==> src/rtl/serial_tx_fifo_if.sv <==
// Write-side bus of the buffered serial transmitter: producer strobe/data
// and the FIFO status flags returned to the producer.
interface serial_tx_fifo_if #(
  parameter int DEPTH_LOG2 = 4
) ();
  logic                wr_en;
  logic [7:0]          wr_data;
  logic                full;
  logic                empty;
  logic [DEPTH_LOG2:0] count;
  logic                overflow;

  // Producer side: drives writes, observes occupancy.
  modport master (
    output wr_en, wr_data,
    input  full, empty, count, overflow
  );

  // Transmitter side: accepts writes, reports occupancy.
  modport slave (
    input  wr_en, wr_data,
    output full, empty, count, overflow
  );
endinterface

==> src/rtl/serial_tx_fifo.sv <==
// Buffered 8N1 UART transmitter. Bytes are queued in a circular FIFO and
// drained onto tx one frame at a time, with host flow control via block.
module serial_tx_fifo #(
  parameter int CLK_PER_BIT = 100,
  parameter int DEPTH_LOG2  = 4
) (
  input  logic             clk,
  input  logic             rst,
  serial_tx_fifo_if.slave  wr,
  input  logic             block,
  output logic             tx,
  output logic             busy
);

  localparam int DEPTH = 1 << DEPTH_LOG2;
  localparam int CNT_W = (CLK_PER_BIT > 2) ? $clog2(CLK_PER_BIT) : 1;
  localparam logic [CNT_W-1:0]      BIT_LAST = CNT_W'(CLK_PER_BIT - 1);
  localparam logic [DEPTH_LOG2:0]   FULL_CNT = (DEPTH_LOG2 + 1)'(DEPTH);

  typedef enum logic [1:0] {IDLE, START, DATA, STOP} state_t;

  state_t                state_q, state_d;
  logic [CNT_W-1:0]      clk_cnt_q, clk_cnt_d;
  logic [2:0]            bit_idx_q, bit_idx_d;
  logic [7:0]            shift_q, shift_d;
  logic                  line;
  logic                  pop;
  logic                  accept;

  logic [7:0]            mem [DEPTH];
  logic [DEPTH_LOG2-1:0] wr_ptr, rd_ptr;
  logic [DEPTH_LOG2:0]   count_q, count_d;
  logic                  full_q, empty_q, overflow_q;
  logic                  tx_q, busy_q;
  logic                  bit_end;

  assign bit_end = (clk_cnt_q == BIT_LAST);

  // A write is taken when there is room, or when a pop frees a slot this edge.
  assign accept = wr.wr_en && (!full_q || pop);

  // Frame sequencing: next state, bit timing and the level for the line register.
  always_comb begin
    // NOTE: every signal gets a default first so no latch is inferred.
    state_d   = state_q;
    clk_cnt_d = clk_cnt_q;
    bit_idx_d = bit_idx_q;
    shift_d   = shift_q;
    pop       = 1'b0;
    line      = 1'b1;
    unique case (state_q)
      IDLE: begin
        if (!empty_q && !block) begin
          pop       = 1'b1;
          shift_d   = mem[rd_ptr];
          clk_cnt_d = '0;
          state_d   = START;
        end
      end
      START: begin
        line = 1'b0;
        if (bit_end) begin
          clk_cnt_d = '0;
          bit_idx_d = '0;
          state_d   = DATA;
        end else begin
          clk_cnt_d = clk_cnt_q + 1'b1;
        end
      end
      DATA: begin
        line = shift_q[0];
        if (bit_end) begin
          clk_cnt_d = '0;
          shift_d   = shift_q >> 1;
          if (bit_idx_q == 3'd7) state_d = STOP;
          else                   bit_idx_d = bit_idx_q + 3'd1;
        end else begin
          clk_cnt_d = clk_cnt_q + 1'b1;
        end
      end
      STOP: begin
        line = 1'b1;
        if (bit_end) begin
          clk_cnt_d = '0;
          state_d   = IDLE;
        end else begin
          clk_cnt_d = clk_cnt_q + 1'b1;
        end
      end
      default: state_d = IDLE;
    endcase
  end

  // Occupancy after this edge: a simultaneous push and pop leaves it unchanged.
  always_comb begin
    count_d = count_q;
    unique case ({accept, pop})
      2'b10:   count_d = count_q + 1'b1;
      2'b01:   count_d = count_q - 1'b1;
      default: count_d = count_q;
    endcase
  end

  // FSM, shift register and line registers; tx lags the state by one cycle.
  always_ff @(posedge clk or negedge rst) begin
    // NOTE: state uses non-blocking assignment so all flops update together.
    if (!rst) begin
      state_q   <= IDLE;
      clk_cnt_q <= '0;
      bit_idx_q <= '0;
      shift_q   <= '0;
      tx_q      <= 1'b1;
      busy_q    <= 1'b0;
    end else begin
      state_q   <= state_d;
      clk_cnt_q <= clk_cnt_d;
      bit_idx_q <= bit_idx_d;
      shift_q   <= shift_d;
      tx_q      <= line;
      busy_q    <= (state_q != IDLE) || !empty_q;
    end
  end

  // FIFO storage write port.
  always_ff @(posedge clk) begin
    // NOTE: the array is not reset; pointers and count alone define valid data.
    if (accept) mem[wr_ptr] <= wr.wr_data;
  end

  // FIFO pointers and registered status flags.
  always_ff @(posedge clk or negedge rst) begin
    if (!rst) begin
      wr_ptr     <= '0;
      rd_ptr     <= '0;
      count_q    <= '0;
      full_q     <= 1'b0;
      empty_q    <= 1'b1;
      overflow_q <= 1'b0;
    end else begin
      if (accept) wr_ptr <= wr_ptr + 1'b1;
      if (pop)    rd_ptr <= rd_ptr + 1'b1;
      count_q    <= count_d;
      full_q     <= (count_d == FULL_CNT);
      empty_q    <= (count_d == '0);
      overflow_q <= wr.wr_en && full_q && !pop;
    end
  end

  assign tx          = tx_q;
  assign busy        = busy_q;
  assign wr.full     = full_q;
  assign wr.empty    = empty_q;
  assign wr.count    = count_q;
  assign wr.overflow = overflow_q;

endmodule

==> src/flat_wrapper.sv <==
// flat-port wrapper written by rule: the top's interface ports become plain ports
module serial_tx_fifo_flat 
#(
  parameter int CLK_PER_BIT = 100,
  parameter int DEPTH_LOG2  = 4
)
  (clk, rst, block, tx, busy, wr_wr_en, wr_wr_data, wr_full, wr_empty, wr_count, wr_overflow);
  serial_tx_fifo_if #(.DEPTH_LOG2(DEPTH_LOG2)) wr_i ();
  input  logic clk;
  input  logic rst;
  input  logic block;
  output logic tx;
  output logic busy;
  input wire logic [$bits(wr_i.wr_en)-1:0] wr_wr_en;
  input wire logic [$bits(wr_i.wr_data)-1:0] wr_wr_data;
  output wire logic [$bits(wr_i.full)-1:0] wr_full;
  output wire logic [$bits(wr_i.empty)-1:0] wr_empty;
  output wire logic [$bits(wr_i.count)-1:0] wr_count;
  output wire logic [$bits(wr_i.overflow)-1:0] wr_overflow;
  assign wr_i.wr_en = wr_wr_en;
  assign wr_i.wr_data = wr_wr_data;
  assign wr_full = wr_i.full;
  assign wr_empty = wr_i.empty;
  assign wr_count = wr_i.count;
  assign wr_overflow = wr_i.overflow;
  serial_tx_fifo #(.CLK_PER_BIT(CLK_PER_BIT), .DEPTH_LOG2(DEPTH_LOG2)) u_core (.clk(clk), .rst(rst), .wr(wr_i), .block(block), .tx(tx), .busy(busy));
endmodule
==> config.mk <==
export PLATFORM = sky130hd
export DESIGN_NAME = serial_tx_fifo_flat
export DESIGN_NICKNAME = d
export VERILOG_FILES = /design/src/rtl/serial_tx_fifo_if.sv /design/src/rtl/serial_tx_fifo.sv /design/src/flat_wrapper.sv
export SDC_FILE = /design/constraint.sdc
export NUM_CORES = 1
export LEC_CHECK = 0
export BUFFER_PORTS_ARGS = -buffer_cell sky130_fd_sc_hd__buf_2
export CORE_MARGIN = 3
export CORE_UTILIZATION = 40
export CTS_CLUSTER_DIAMETER = 80
export DETAILED_ROUTE_END_ITERATION = 6
export PLACE_DENSITY = 0.59
export SYNTH_ARGS = -nofsm -noshare
export SYNTH_HDL_FRONTEND = slang
export SYNTH_SLANG_ARGS = --single-unit
==> constraint.sdc <==
create_clock -name clk -period 4.2 [get_ports clk]
set_input_delay 0.84 -clock clk [delete_from_list [all_inputs] [get_ports clk]]
set_output_delay 0.84 -clock clk [all_outputs]
set_load 0.02 [all_outputs]
==> metrics.txt, run 1 <==
# TYPE chip_impl_metric gauge
chip_impl_metric{name="synth.yosys.warnings",unit=""} 0
chip_impl_metric{name="buffer_ports.inserted",unit=""} 21
chip_impl_metric{name="cellPowerDensity",unit="mW/mm²"} 512
chip_impl_metric{name="ys_seq_area_frac",unit=""} 0.676
chip_impl_metric{name="first_global_vias",unit=""} 3896
chip_impl_metric{name="fin_crit",unit="ns"} 3.43
chip_impl_metric{name="grt_first_pass_wirelength",unit="mm"} 21.8
chip_impl_metric{name="worstPathMaxFanout",unit=""} 11
chip_impl_metric{name="synth_mux_area_frac",unit=""} 0.106
chip_impl_metric{name="setup_slack",unit="ns"} 0.773
chip_impl_metric{name="antenna_cells_inserted",unit=""} 0
chip_impl_metric{name="wl_per_cell",unit="µm"} 19.1
chip_impl_metric{name="detail-route-antenna-nets",unit=""} 0
chip_impl_metric{name="h-tree-depth",unit=""} 4
chip_impl_info{name="cts_tree",value="yes"} 1
chip_impl_info{name="min-delay-path-class",value="flop to flop"} 1
chip_impl_metric{name="synth.net_count",unit=""} 475
chip_impl_metric{name="fraction_of_layout_instances_using_a_drive_strength_above_1",unit=""} 0.202
chip_impl_info{name="worstSetupEndpointType",value="flop"} 1
chip_impl_metric{name="synth.ff_latch_count",unit=""} 166
chip_impl_metric{name="final_core_util",unit=""} 0.462
chip_impl_metric{name="synth_enable_flop_cells",unit=""} 128
chip_impl_metric{name="syn_avg_cell_area",unit="µm²"} 15.9
chip_impl_metric{name="globalplace.congestion",unit=""} 0.818
chip_impl_info{name="grt_setup_unrepaired",value="no"} 1
chip_impl_metric{name="via_count",unit=""} 3812
chip_impl_metric{name="vdd_drop_max",unit="mV"} 0.306
chip_impl_metric{name="post-cts-setup-buffers",unit=""} 0
chip_impl_metric{name="asyncSetResetFlopFracSynth",unit=""} 0.229
chip_impl_metric{name="yosys.cell_types.count",unit=""} 55
chip_impl_info{name="worst-setup-path-type",value="flop to flop"} 1
chip_impl_metric{name="synthCells",unit=""} 447
chip_impl_metric{name="final_cell_area",unit="mm²"} 0.00802
chip_impl_metric{name="placementRows",unit=""} 48
chip_impl_metric{name="top_level_ports",unit=""} 22
chip_impl_metric{name="cts.sinks",unit=""} 166
chip_impl_metric{name="initial_antenna_violation_count",unit=""} 0
chip_impl_metric{name="cts_hold_buf",unit=""} 0
chip_impl_metric{name="pwr_total",unit="mW"} 4.10
chip_impl_metric{name="drcViolationCount",unit=""} 0
chip_impl_metric{name="detailedPlace.worstSlack",unit="ns"} 0.550
chip_impl_metric{name="report.final.setup_viol",unit=""} 0
chip_impl_metric{name="timing.final.crit_share",unit=""} 0.816
chip_impl_metric{name="area_overhead_of_the_layout_relative_to_synthesis",unit="%"} 13.1
chip_impl_metric{name="floorplan.die.width",unit="µm"} 139
chip_impl_metric{name="worst_setup_hold_path_clk_slew",unit="ns"} 0.06
chip_impl_info{name="final_common_cell",value="sky130_fd_sc_hd__edfxtp_1"} 1
chip_impl_metric{name="finalMaxSlewViolations",unit=""} 0
chip_impl_metric{name="vias_per_cell",unit=""} 5.34
chip_impl_metric{name="number_of_hold_slack_violations_in_the_final_timing_report",unit=""} 0
chip_impl_metric{name="cts_buffers",unit=""} 17
chip_impl_metric{name="clk-insertion-delay-late",unit="ns"} 0.43
chip_impl_info{name="crit_path_start_kind",value="flop"} 1
chip_impl_metric{name="timing.max_cap.violations",unit=""} 0
chip_impl_metric{name="max_freq",unit="GHz"} 0.292
chip_impl_metric{name="place_hpwl",unit="mm"} 9.00
chip_impl_metric{name="arrival",unit="ns"} 3.76
chip_impl_metric{name="slew_headroom",unit=""} 0.374
chip_impl_metric{name="die_y",unit="µm"} 139
chip_impl_metric{name="floorplan.die_area",unit="mm²"} 0.0194
chip_impl_metric{name="firstDrtPassIters",unit=""} 4
chip_impl_metric{name="ctsLongestPathBuffers",unit=""} 2
chip_impl_metric{name="max_slew.worst_pin.slew",unit="ns"} 0.939
chip_impl_metric{name="data_required_time_of_the_worst_path",unit="ns"} 4.54
chip_impl_metric{name="synth_compound_area_frac",unit=""} 0.0617
chip_impl_metric{name="drtIter0Drc",unit=""} 301
chip_impl_metric{name="detail_route.wirelength",unit="mm"} 13.7
chip_impl_metric{name="simple_gate_portion_of_the_synthesized_area",unit=""} 0.0783
chip_impl_metric{name="cts-resized-gates",unit=""} 0
chip_impl_metric{name="power.leakage",unit="nW"} 2.77
chip_impl_metric{name="grt_overflow",unit=""} 0
chip_impl_metric{name="grt_max_degree",unit=""} 39
chip_impl_metric{name="adder_and_majority_gate_portion_of_the_synthesized_area",unit=""} 0.0282
chip_impl_metric{name="fp.coreArea",unit="mm²"} 0.0174
chip_impl_metric{name="timing.clock.skew",unit="ns"} 0.00707
chip_impl_metric{name="track_usage",unit=""} 0.149
chip_impl_info{name="combinational_family_with_the_most_area_after_synthesis",value="multiplexers"} 1
chip_impl_metric{name="final.setup.tns",unit="ns"} 0
chip_impl_metric{name="area_of_the_mapped_netlist",unit="mm²"} 0.00709
chip_impl_metric{name="start_util",unit=""} 0.409
chip_impl_info{name="ctsRootBufferMaster",value="sky130_fd_sc_hd__clkbuf_16"} 1
chip_impl_info{name="most-common-layout-cells",value="sky130_fd_sc_hd__edfxtp_1, sky130_fd_sc_hd__dfrtp_1, sky130_fd_sc_hd__mux2i_1"} 1
chip_impl_info{name="outcome",value="finished, final reports clean"} 1
chip_impl_metric{name="synthXorXnorAreaFrac",unit=""} 0.0198
chip_impl_metric{name="place_area",unit="mm²"} 0.00744
chip_impl_metric{name="nNetsFinal",unit=""} 504
chip_impl_info{name="synth_flop_type",value="sky130_fd_sc_hd__edfxtp_1"} 1
==> power breakdown <==
part	total [mW]	switching (mW)	internal, mW	leakage [nW]
sequential	2.08	0.126	1.95	1.62
combinational	0.499	0.308	0.190	0.875
clock	1.53	0.638	0.887	0.276
==> worst paths after layout <==
path	start	endpoint	slack (ns)	cells after the start
worst max register to register	u_core.state_q[0]	u_core.wr.full	0.77	14
max in group asynchronous	rst	u_core.bit_idx_q[2]	3.12	1
worst max-delay path	u_core.state_q[0]	u_core.wr.full	0.77	14
worst min register to register	u_core.wr.empty	u_core.busy	0.46	1
min in group asynchronous	rst	u_core.wr.count[0]	0.53	1
worst min-delay path	u_core.wr.empty	u_core.busy	0.46	1
==> worst max-delay path, stage by stage (launching register included) <==
cell and delay (ns):
sky130_fd_sc_hd__dfrtp_1 0.40, sky130_fd_sc_hd__inv_1 0.12, sky130_fd_sc_hd__ha_1 0.23, sky130_fd_sc_hd__or3b_1 0.47, sky130_fd_sc_hd__nand2_2 0.10, sky130_fd_sc_hd__and2_4 0.22, sky130_fd_sc_hd__inv_8 0.06, sky130_fd_sc_hd__ha_1 0.31
sky130_fd_sc_hd__xor2_1 0.20, sky130_fd_sc_hd__ha_1 0.22, sky130_fd_sc_hd__a21oi_1 0.16, sky130_fd_sc_hd__mux2i_1 0.24, sky130_fd_sc_hd__xnor2_1 0.10, sky130_fd_sc_hd__or2_2 0.31, sky130_fd_sc_hd__nor3b_1 0.19
==> kinds of logic (layout without fill, tap and decap cells) <==
group / count (synthesis) / in the layout
flops: 166 / 166
simple gates: 99 / 99
compound gates: 64 / 64
mux: 50 / 50
buf+inv: 36 / 78
fa+ha+maj: 16 / 16
xor+xnor: 16 / 16
==> layout make-up <==
cell class | instances | area (µm²)
Fill cell | 1466 | 9340
Sequential cell | 166 | 4800
Timing Repair Buffer | 33 | 195
Multi-Input combinational cell | 245 | 2110
Clock inverter | 12 | 143
Inverter | 13 | 56.3
Tap cell | 225 | 282
Clock buffer | 20 | 437
==> metrics by stage <==
step / hold slack, ns / instances
after floorplan: 0.457 / 447
after global placement: 0.452 / 682
after detailed placement: 0.450 / 682
after CTS: 0.464 / 714
after global routing: 0.474 / 714
final: 0.460 / 714
==> state kept, by name, indices dropped and copies added (netlist names), 2 cells and up <==
signal / count
u_core.state_q: 2
u_core.wr_ptr: 4
u_core.clk_cnt_q: 7
u_core.bit_idx_q: 3
u_core.rd_ptr: 4
u_core.shift_q: 8
u_core.wr.count: 5
u_core.mem: 128
==> per-layer routing <==
| layer | vias up | track usage | share of wire |
|---|---|---|---|
| li1 | 1773 | - | - |
| met1 | 1961 | 0.201 | 0.45 |
| met2 | 68 | 0.237 | 0.50 |
| met3 | 10 | 0.0393 | 0.036 |
| met4 | 0 | 0.0499 | 0.013 |
| met5 | - | 0 | 0 |
==> Yosys cell counts, drive strengths merged (4+ instances only) <==
library cell,n,area share
and2,12,0.011
nor2,20,0.011
nor4,5,0.0044
xnor2,10,0.012
o22ai,6,0.0053
nand3,6,0.0042
mux4,20,0.064
o311ai,6,0.0074
nand2,25,0.014
ha,16,0.028
inv,13,0.0079
dfrtp,36,0.13
edfxtp,128,0.54
clkbuf,5,0.0026
o21a,5,0.0053
mux2i,28,0.040
a22oi,13,0.014
xor2,6,0.0074
a21oi,15,0.011
nor3b,4,0.0065
buf,18,0.019
a22o,5,0.0062
nor3,4,0.0028
o21ai,7,0.0049
Power figures use the tool's default switching activity.
==> inputs of run 2 (changes only) <==
clock period = 3.3 ns   (was 4.2 ns; I/O delays follow)
==> run 2 against run 1 <==
  * Flip-flop and latch count did not move
  * Sequential power increased by 27%
  * Power rose by 30%
  * Sequential share of layout area is 0.61 points lower
  * Final cell count grew 0.56%
  * Largest power group unchanged
==> metrics.txt, run 2 (same netlist as run 1, synthesis figures left out) <==
# TYPE chip_impl_metric gauge
chip_impl_info{name="outcome",value="finished, final reports clean"} 1
chip_impl_info{name="worstSetupEndpointType",value="flop"} 1
chip_impl_metric{name="track_usage",unit=""} 0.145
chip_impl_info{name="biggest_registers_after_layout",value="u_core.mem: 128 flops, u_core.shift_q: 8 flops, u_core.clk_cnt_q: 7 flops"} 1
chip_impl_metric{name="max_slew.worst_pin.slew",unit="ns"} 0.888
chip_impl_info{name="ctsRootBufferMaster",value="sky130_fd_sc_hd__clkbuf_16"} 1
chip_impl_metric{name="max_freq",unit="GHz"} 0.323
chip_impl_metric{name="detail-route-antenna-nets",unit=""} 0
chip_impl_info{name="cts_tree",value="yes"} 1
chip_impl_metric{name="worst_setup_hold_path_clk_slew",unit="ns"} 0.06
chip_impl_metric{name="final_core_util",unit=""} 0.467
chip_impl_metric{name="first_global_vias",unit=""} 3828
chip_impl_metric{name="cts_hold_buf",unit=""} 0
chip_impl_metric{name="antenna_cells_inserted",unit=""} 0
chip_impl_metric{name="clk-insertion-delay-late",unit="ns"} 0.43
chip_impl_metric{name="report.final.setup_viol",unit=""} 0
chip_impl_metric{name="largest_register_ffs",unit=""} 128
chip_impl_metric{name="power.combinational.fraction",unit=""} 0.122
chip_impl_metric{name="fin_crit",unit="ns"} 3.09
chip_impl_metric{name="switching_share",unit=""} 0.259
chip_impl_metric{name="data_required_time_of_the_worst_path",unit="ns"} 3.64
chip_impl_metric{name="pwr-share-clk",unit=""} 0.382
chip_impl_metric{name="cts.sinks",unit=""} 166
chip_impl_metric{name="grt_max_degree",unit=""} 39
chip_impl_metric{name="drcViolationCount",unit=""} 0
chip_impl_info{name="grt_setup_unrepaired",value="no"} 1
chip_impl_metric{name="final.setup.tns",unit="ns"} 0
chip_impl_metric{name="via_count",unit=""} 3824
chip_impl_metric{name="ctsLongestPathBuffers",unit=""} 2
chip_impl_metric{name="wl_per_cell",unit="µm"} 19.0
chip_impl_metric{name="cts_buffers",unit=""} 17
chip_impl_metric{name="detail_route.wirelength",unit="mm"} 13.6
chip_impl_metric{name="cellPowerDensity",unit="mW/mm²"} 657
chip_impl_metric{name="start_util",unit=""} 0.409
chip_impl_metric{name="vdd_drop_max",unit="mV"} 0.356
chip_impl_info{name="min-delay-path-class",value="primary input to asynchronous set/reset pin"} 1
chip_impl_metric{name="arrival",unit="ns"} 3.43
chip_impl_metric{name="slew_headroom",unit=""} 0.408
chip_impl_info{name="worst-setup-path-type",value="flop to flop"} 1
chip_impl_metric{name="net_switching_power",unit="mW"} 1.38
chip_impl_metric{name="placementRows",unit=""} 48
chip_impl_metric{name="post-cts-setup-buffers",unit=""} 0
chip_impl_metric{name="power.leakage",unit="nW"} 2.81
chip_impl_metric{name="number_of_hold_slack_violations_in_the_final_timing_report",unit=""} 0
chip_impl_info{name="largest-register",value="u_core.mem"} 1
chip_impl_metric{name="timing.max_cap.violations",unit=""} 0
chip_impl_metric{name="floorplan.die_area",unit="mm²"} 0.0194
chip_impl_info{name="final_common_cell",value="sky130_fd_sc_hd__edfxtp_1"} 1
chip_impl_metric{name="top_level_ports",unit=""} 22
chip_impl_metric{name="floorplan.die.width",unit="µm"} 139
chip_impl_metric{name="fp.coreArea",unit="mm²"} 0.0174
chip_impl_info{name="crit_path_start_kind",value="flop"} 1
chip_impl_metric{name="initial_antenna_violation_count",unit=""} 0
chip_impl_metric{name="die_y",unit="µm"} 139
chip_impl_metric{name="drtIter0Drc",unit=""} 188
chip_impl_metric{name="seq_power_share",unit=""} 0.497
chip_impl_metric{name="vias_per_cell",unit=""} 5.33
chip_impl_metric{name="power.internal",unit="mW"} 3.95
chip_impl_metric{name="firstDrtPassIters",unit=""} 4
chip_impl_metric{name="finalMaxSlewViolations",unit=""} 0
chip_impl_metric{name="place_hpwl",unit="mm"} 8.84
chip_impl_metric{name="area_overhead_of_the_layout_relative_to_synthesis",unit="%"} 14.3
chip_impl_metric{name="worstPathMaxFanout",unit=""} 8
chip_impl_metric{name="buffer_ports.inserted",unit=""} 21
chip_impl_metric{name="nNetsFinal",unit=""} 508
chip_impl_metric{name="grt_first_pass_wirelength",unit="mm"} 21.4
chip_impl_metric{name="globalplace.congestion",unit=""} 0.775
chip_impl_metric{name="cts-resized-gates",unit=""} 0
chip_impl_metric{name="grt_overflow",unit=""} 0
chip_impl_metric{name="fraction_of_layout_instances_using_a_drive_strength_above_1",unit=""} 0.227
chip_impl_info{name="most-common-layout-cells",value="sky130_fd_sc_hd__edfxtp_1, sky130_fd_sc_hd__dfrtp_1, sky130_fd_sc_hd__mux2i_1"} 1
chip_impl_metric{name="timing.clock.skew",unit="ns"} 0.0114
chip_impl_metric{name="h-tree-depth",unit=""} 4
chip_impl_metric{name="timing.final.crit_share",unit=""} 0.937
## run 2: cell type report
class,count,area [µm²]
clock buffer,17,425
clock inverter,15,191
fill,1485,9250
inverter,13,56.3
multi-input combinational,245,2130
sequential,166,4800
tap,225,282
timing repair buffer,37,225
## run 2: per-stage QoR
step                setup WS, ns  total power, mW  hold slack (ns)  instance area [µm²]  cells
global placement           0.164             3.30            0.455                 7470    686
global route              0.0203             5.54            0.432                 8100    718
CTS                       0.0623             5.37            0.369                 8090    718
floorplan                 0.0640             3.08            0.364                 7090    447
finish                     0.209             5.32            0.359                 8100    718
detailed placement        0.0775             3.33            0.454                 7470    686
## run 2: critical path: stages, from the launching register on
cell	delay [ns]
sky130_fd_sc_hd__dfrtp_1	0.42
sky130_fd_sc_hd__inv_2	0.09
sky130_fd_sc_hd__ha_2	0.20
sky130_fd_sc_hd__or3b_4	0.39
sky130_fd_sc_hd__nand2_2	0.07
sky130_fd_sc_hd__and2_4	0.17
sky130_fd_sc_hd__inv_8	0.05
sky130_fd_sc_hd__ha_1	0.21
sky130_fd_sc_hd__xor2_1	0.17
sky130_fd_sc_hd__ha_1	0.24
sky130_fd_sc_hd__a21oi_2	0.14
sky130_fd_sc_hd__mux2i_1	0.22
sky130_fd_sc_hd__xnor2_1	0.10
sky130_fd_sc_hd__or2_2	0.32
sky130_fd_sc_hd__nor3b_1	0.19
## run 2: power by group through the flow
stage	clock, mW	sequential [mW]	combinational [mW]
floorplan	0	2.65	0.434
global placement	0	2.67	0.632
detailed placement	0	2.68	0.650
CTS	2.08	2.64	0.653
global route	2.17	2.67	0.711
finish	2.03	2.64	0.649
## run 2: path summary, 6_finish.rpt
check	startpoint	to	slack, ns	depth (start not counted)
setup / recovery	u_core.state_q[1]	u_core.wr.full	0.21	14
hold / removal	rst	u_core.wr.full	0.36	1
max in group asynchronous	rst	u_core.shift_q[4]	2.38	1
setup reg to reg	u_core.state_q[1]	u_core.wr.full	0.21	14
hold reg to reg	u_core.wr.empty	u_core.busy	0.46	1
min in group clk	u_core.wr.empty	u_core.busy	0.46	1
## run 2: metal layers
layer	track usage	vias to the layer above	routed length (µm)
met5	0	-	0
met4	0.0530	0	170
met3	0.0307	14	577
met2	0.238	69	6950
met1	0.192	1955	5920
li1	-	1786	-
==> inputs of run 3 (changes only) <==
BUFFER_PORTS_ARGS = default   (was -buffer_cell sky130_fd_sc_hd__buf_2)
DONT_BUFFER_PORTS = 1   (was default)
PLACE_DENSITY = 0.58   (was 0.59)
==> run 3 against run 2 <==
  * Critical endpoint unchanged
  * Flip-flop and latch count unchanged
  * Setup slack worse by 0.060 ns
  * Utilization fell by 0.54 points
  * Combinational power decreased by 17%
  * Register-to-register slack worse by 0.06 ns
  * Highest routed layer unchanged
  * First-iteration DRC count grew 78%
  * Via count decreased by 2.3%
  * Global-route usage up 0.71 points
==> metrics.txt, run 3 (same netlist as run 1, synthesis figures left out) <==
# TYPE chip_impl_metric gauge
chip_impl_metric{name="power.combinational.fraction",unit=""} 0.104
chip_impl_metric{name="buffer_ports.inserted",unit=""} 0
chip_impl_metric{name="detail_route.wirelength",unit="mm"} 14.0
chip_impl_metric{name="report.final.setup_viol",unit=""} 0
chip_impl_info{name="rr_startpoint",value="u_core.state_q[1]"} 1
chip_impl_metric{name="vdd_drop_max",unit="mV"} 0.433
chip_impl_metric{name="setup_slack",unit="ns"} 0.148
chip_impl_info{name="min-delay-path-class",value="primary input to asynchronous set/reset pin"} 1
chip_impl_metric{name="floorplan.die.width",unit="µm"} 139
chip_impl_metric{name="start_util",unit=""} 0.409
chip_impl_metric{name="via_count",unit=""} 3735
chip_impl_metric{name="worstPathMaxFanout",unit=""} 8
chip_impl_metric{name="critPathMaxStageDelay",unit="ns"} 0.41
chip_impl_info{name="crit_path_start_kind",value="flop"} 1
chip_impl_info{name="critical_path.cell_chain",value="inv_1, ha_1, or3b_1, nand2_2, and2_4, inv_8, ha_1, xor2_1, ha_1, a21oi_2, mux2i_1, xnor2_1, or2_2, nor3b_1"} 1
chip_impl_info{name="most-common-layout-cells",value="sky130_fd_sc_hd__edfxtp_1, sky130_fd_sc_hd__dfrtp_1, sky130_fd_sc_hd__mux2i_1"} 1
chip_impl_metric{name="nNetsFinal",unit=""} 489
chip_impl_metric{name="area_overhead_of_the_layout_relative_to_synthesis",unit="%"} 12.9
chip_impl_info{name="path_common_cell",value="sky130_fd_sc_hd__ha_1"} 1
chip_impl_metric{name="data_required_time_of_the_worst_path",unit="ns"} 3.63
chip_impl_metric{name="seq_power_share",unit=""} 0.523
chip_impl_metric{name="die_y",unit="µm"} 139
chip_impl_metric{name="initial_antenna_violation_count",unit=""} 0
chip_impl_metric{name="fp.coreArea",unit="mm²"} 0.0174
chip_impl_info{name="critical_path.startpoint",value="u_core.state_q[1]"} 1
chip_impl_metric{name="detail-route-antenna-nets",unit=""} 0
chip_impl_metric{name="net_switching_power",unit="mW"} 1.34
chip_impl_metric{name="timing.final.crit_share",unit=""} 0.955
chip_impl_info{name="ctsRootBufferMaster",value="sky130_fd_sc_hd__clkbuf_16"} 1
chip_impl_metric{name="arrival",unit="ns"} 3.48
chip_impl_metric{name="drtIter0Drc",unit=""} 334
chip_impl_metric{name="fill_cell_total_of_the_finished_layout",unit=""} 1482
chip_impl_metric{name="cellPowerDensity",unit="mW/mm²"} 646
chip_impl_info{name="worst-setup-path-type",value="flop to flop"} 1
chip_impl_metric{name="register_area",unit="mm²"} 0.00480
chip_impl_metric{name="finalMaxSlewViolations",unit=""} 0
chip_impl_metric{name="fin_crit",unit="ns"} 3.15
chip_impl_metric{name="fraction_of_layout_instances_using_a_drive_strength_above_1",unit=""} 0.188
chip_impl_metric{name="clk-insertion-delay-late",unit="ns"} 0.42
chip_impl_info{name="worstSetupEndpointType",value="flop"} 1
chip_impl_metric{name="cts.sinks",unit=""} 166
chip_impl_metric{name="wl_per_cell",unit="µm"} 20.0
chip_impl_info{name="biggest_registers_after_layout",value="u_core.mem: 128 flops, u_core.shift_q: 8 flops, u_core.clk_cnt_q: 7 flops"} 1
chip_impl_metric{name="max_freq",unit="GHz"} 0.317
chip_impl_info{name="cp_slowest_cell",value="sky130_fd_sc_hd__dfrtp_1"} 1
chip_impl_metric{name="detailedPlace.worstSlack",unit="ns"} 0.114
chip_impl_metric{name="ctsLongestPathBuffers",unit=""} 2
chip_impl_metric{name="number_of_hold_slack_violations_in_the_final_timing_report",unit=""} 0
chip_impl_info{name="outcome",value="finished, final reports clean"} 1
chip_impl_metric{name="timing.clock.skew",unit="ns"} 0.0108
chip_impl_metric{name="grt_max_degree",unit=""} 37
chip_impl_metric{name="firstDrtPassIters",unit=""} 5
chip_impl_metric{name="pwr-share-clk",unit=""} 0.373
chip_impl_metric{name="worst_setup_hold_path_clk_slew",unit="ns"} 0.06
chip_impl_metric{name="drcViolationCount",unit=""} 0
chip_impl_metric{name="grt_first_pass_wirelength",unit="mm"} 22.7
chip_impl_info{name="largest-register",value="u_core.mem"} 1
chip_impl_metric{name="globalplace.congestion",unit=""} 0.799
chip_impl_metric{name="timing.max_cap.violations",unit=""} 0
chip_impl_metric{name="place_hpwl",unit="mm"} 8.92
chip_impl_metric{name="cts_buffers",unit=""} 17
chip_impl_info{name="cts_tree",value="yes"} 1
chip_impl_metric{name="power.internal",unit="mW"} 3.84
chip_impl_metric{name="slew_headroom",unit=""} 0.447
chip_impl_metric{name="grt_overflow",unit=""} 0
chip_impl_metric{name="h-tree-depth",unit=""} 4
chip_impl_metric{name="placementRows",unit=""} 48
chip_impl_metric{name="regToRegSetupSlack",unit="ns"} 0.15
chip_impl_metric{name="track_usage",unit=""} 0.152
chip_impl_metric{name="holdWs",unit="ns"} 0.0787
chip_impl_metric{name="max_slew.worst_pin.slew",unit="ns"} 0.830
chip_impl_metric{name="first_global_vias",unit=""} 3909
chip_impl_metric{name="largest_register_ffs",unit=""} 128
chip_impl_metric{name="power.leakage",unit="nW"} 2.72
chip_impl_info{name="final_common_cell",value="sky130_fd_sc_hd__edfxtp_1"} 1
chip_impl_metric{name="floorplan.die_area",unit="mm²"} 0.0194
chip_impl_metric{name="multi_input_comb_area",unit="mm²"} 0.00212
chip_impl_metric{name="vias_per_cell",unit=""} 5.34
chip_impl_metric{name="switching_share",unit=""} 0.258
chip_impl_metric{name="top_level_ports",unit=""} 22
-- run 3: cell type report --
| class | count | area share |
|---|---|---|
| diodes | 1 | 0.000312 |
| clock buffers | 18 | 0.0536 |
| clock inverters | 14 | 0.0186 |
| inverters | 13 | 0.00703 |
| multi-input cells | 245 | 0.265 |
| flip-flops and latches | 166 | 0.599 |
| well taps | 225 | 0.0351 |
| repair buffers | 18 | 0.0216 |
-- run 3: final timing paths --
kind,depth (start not counted),to
max,14,u_core.wr.full
min,1,u_core.wr.count[1]
max reg2reg,14,u_core.wr.full
min reg2reg,1,u_core.shift_q[0]
max in group asynchronous,1,u_core.shift_q[1]
min in group clk,0,u_core.mem[10][0]
-- run 3: worst max-delay path: cells and delay by family (launching register included) --
| family | cells | cell delay (ns) |
|---|---|---|
| AND/OR/NAND/NOR | 5 | 1.17 |
| adder cells (fa/ha/maj) | 3 | 0.62 |
| flip-flops | 1 | 0.41 |
| XOR/XNOR | 2 | 0.28 |
| multiplexers | 1 | 0.28 |
| buffers and inverters | 2 | 0.17 |
| AO/OA/AOI/OAI | 1 | 0.13 |
-- run 3: metrics by stage --
step                      std cells  setup TNS [ns]  power [mW]   util  area (µm²)
final                           700               0        5.18  0.462        8010
after global routing            699         -0.0533        5.39  0.461        8010
after CTS                       697               0        5.20  0.460        7980
after detailed placement        664               0        3.26  0.425        7380
after global placement          664               0        3.23  0.425        7380
after floorplan                 447               0        3.08      -        7090
-- run 3: what timing repair did --
action                                 CTS  global route
setup buffers                            0             2
endpoints found under the hold margin   36             0
gates resized for setup                  0             3
hold buffers                             1             0
setup endpoints to repair                0             3
-- run 3: per-layer routing --
layer,global-route usage,wire (µm),up-vias
met3,0.0290,414,9
li1,-,-,1746
met5,0,0,-
met2,0.248,7120,60
met4,0.0433,89,0
met1,0.211,6390,1920
-- run 3: power by group through the flow --
stage / clock, mW / combinational [mW] / sequential [mW]
after floorplan: 0 / 0.434 / 2.65
after global placement: 0 / 0.500 / 2.74
after detailed placement: 0 / 0.511 / 2.75
after CTS: 1.97 / 0.526 / 2.71
after global routing: 2.06 / 0.604 / 2.73
final: 1.93 / 0.539 / 2.71
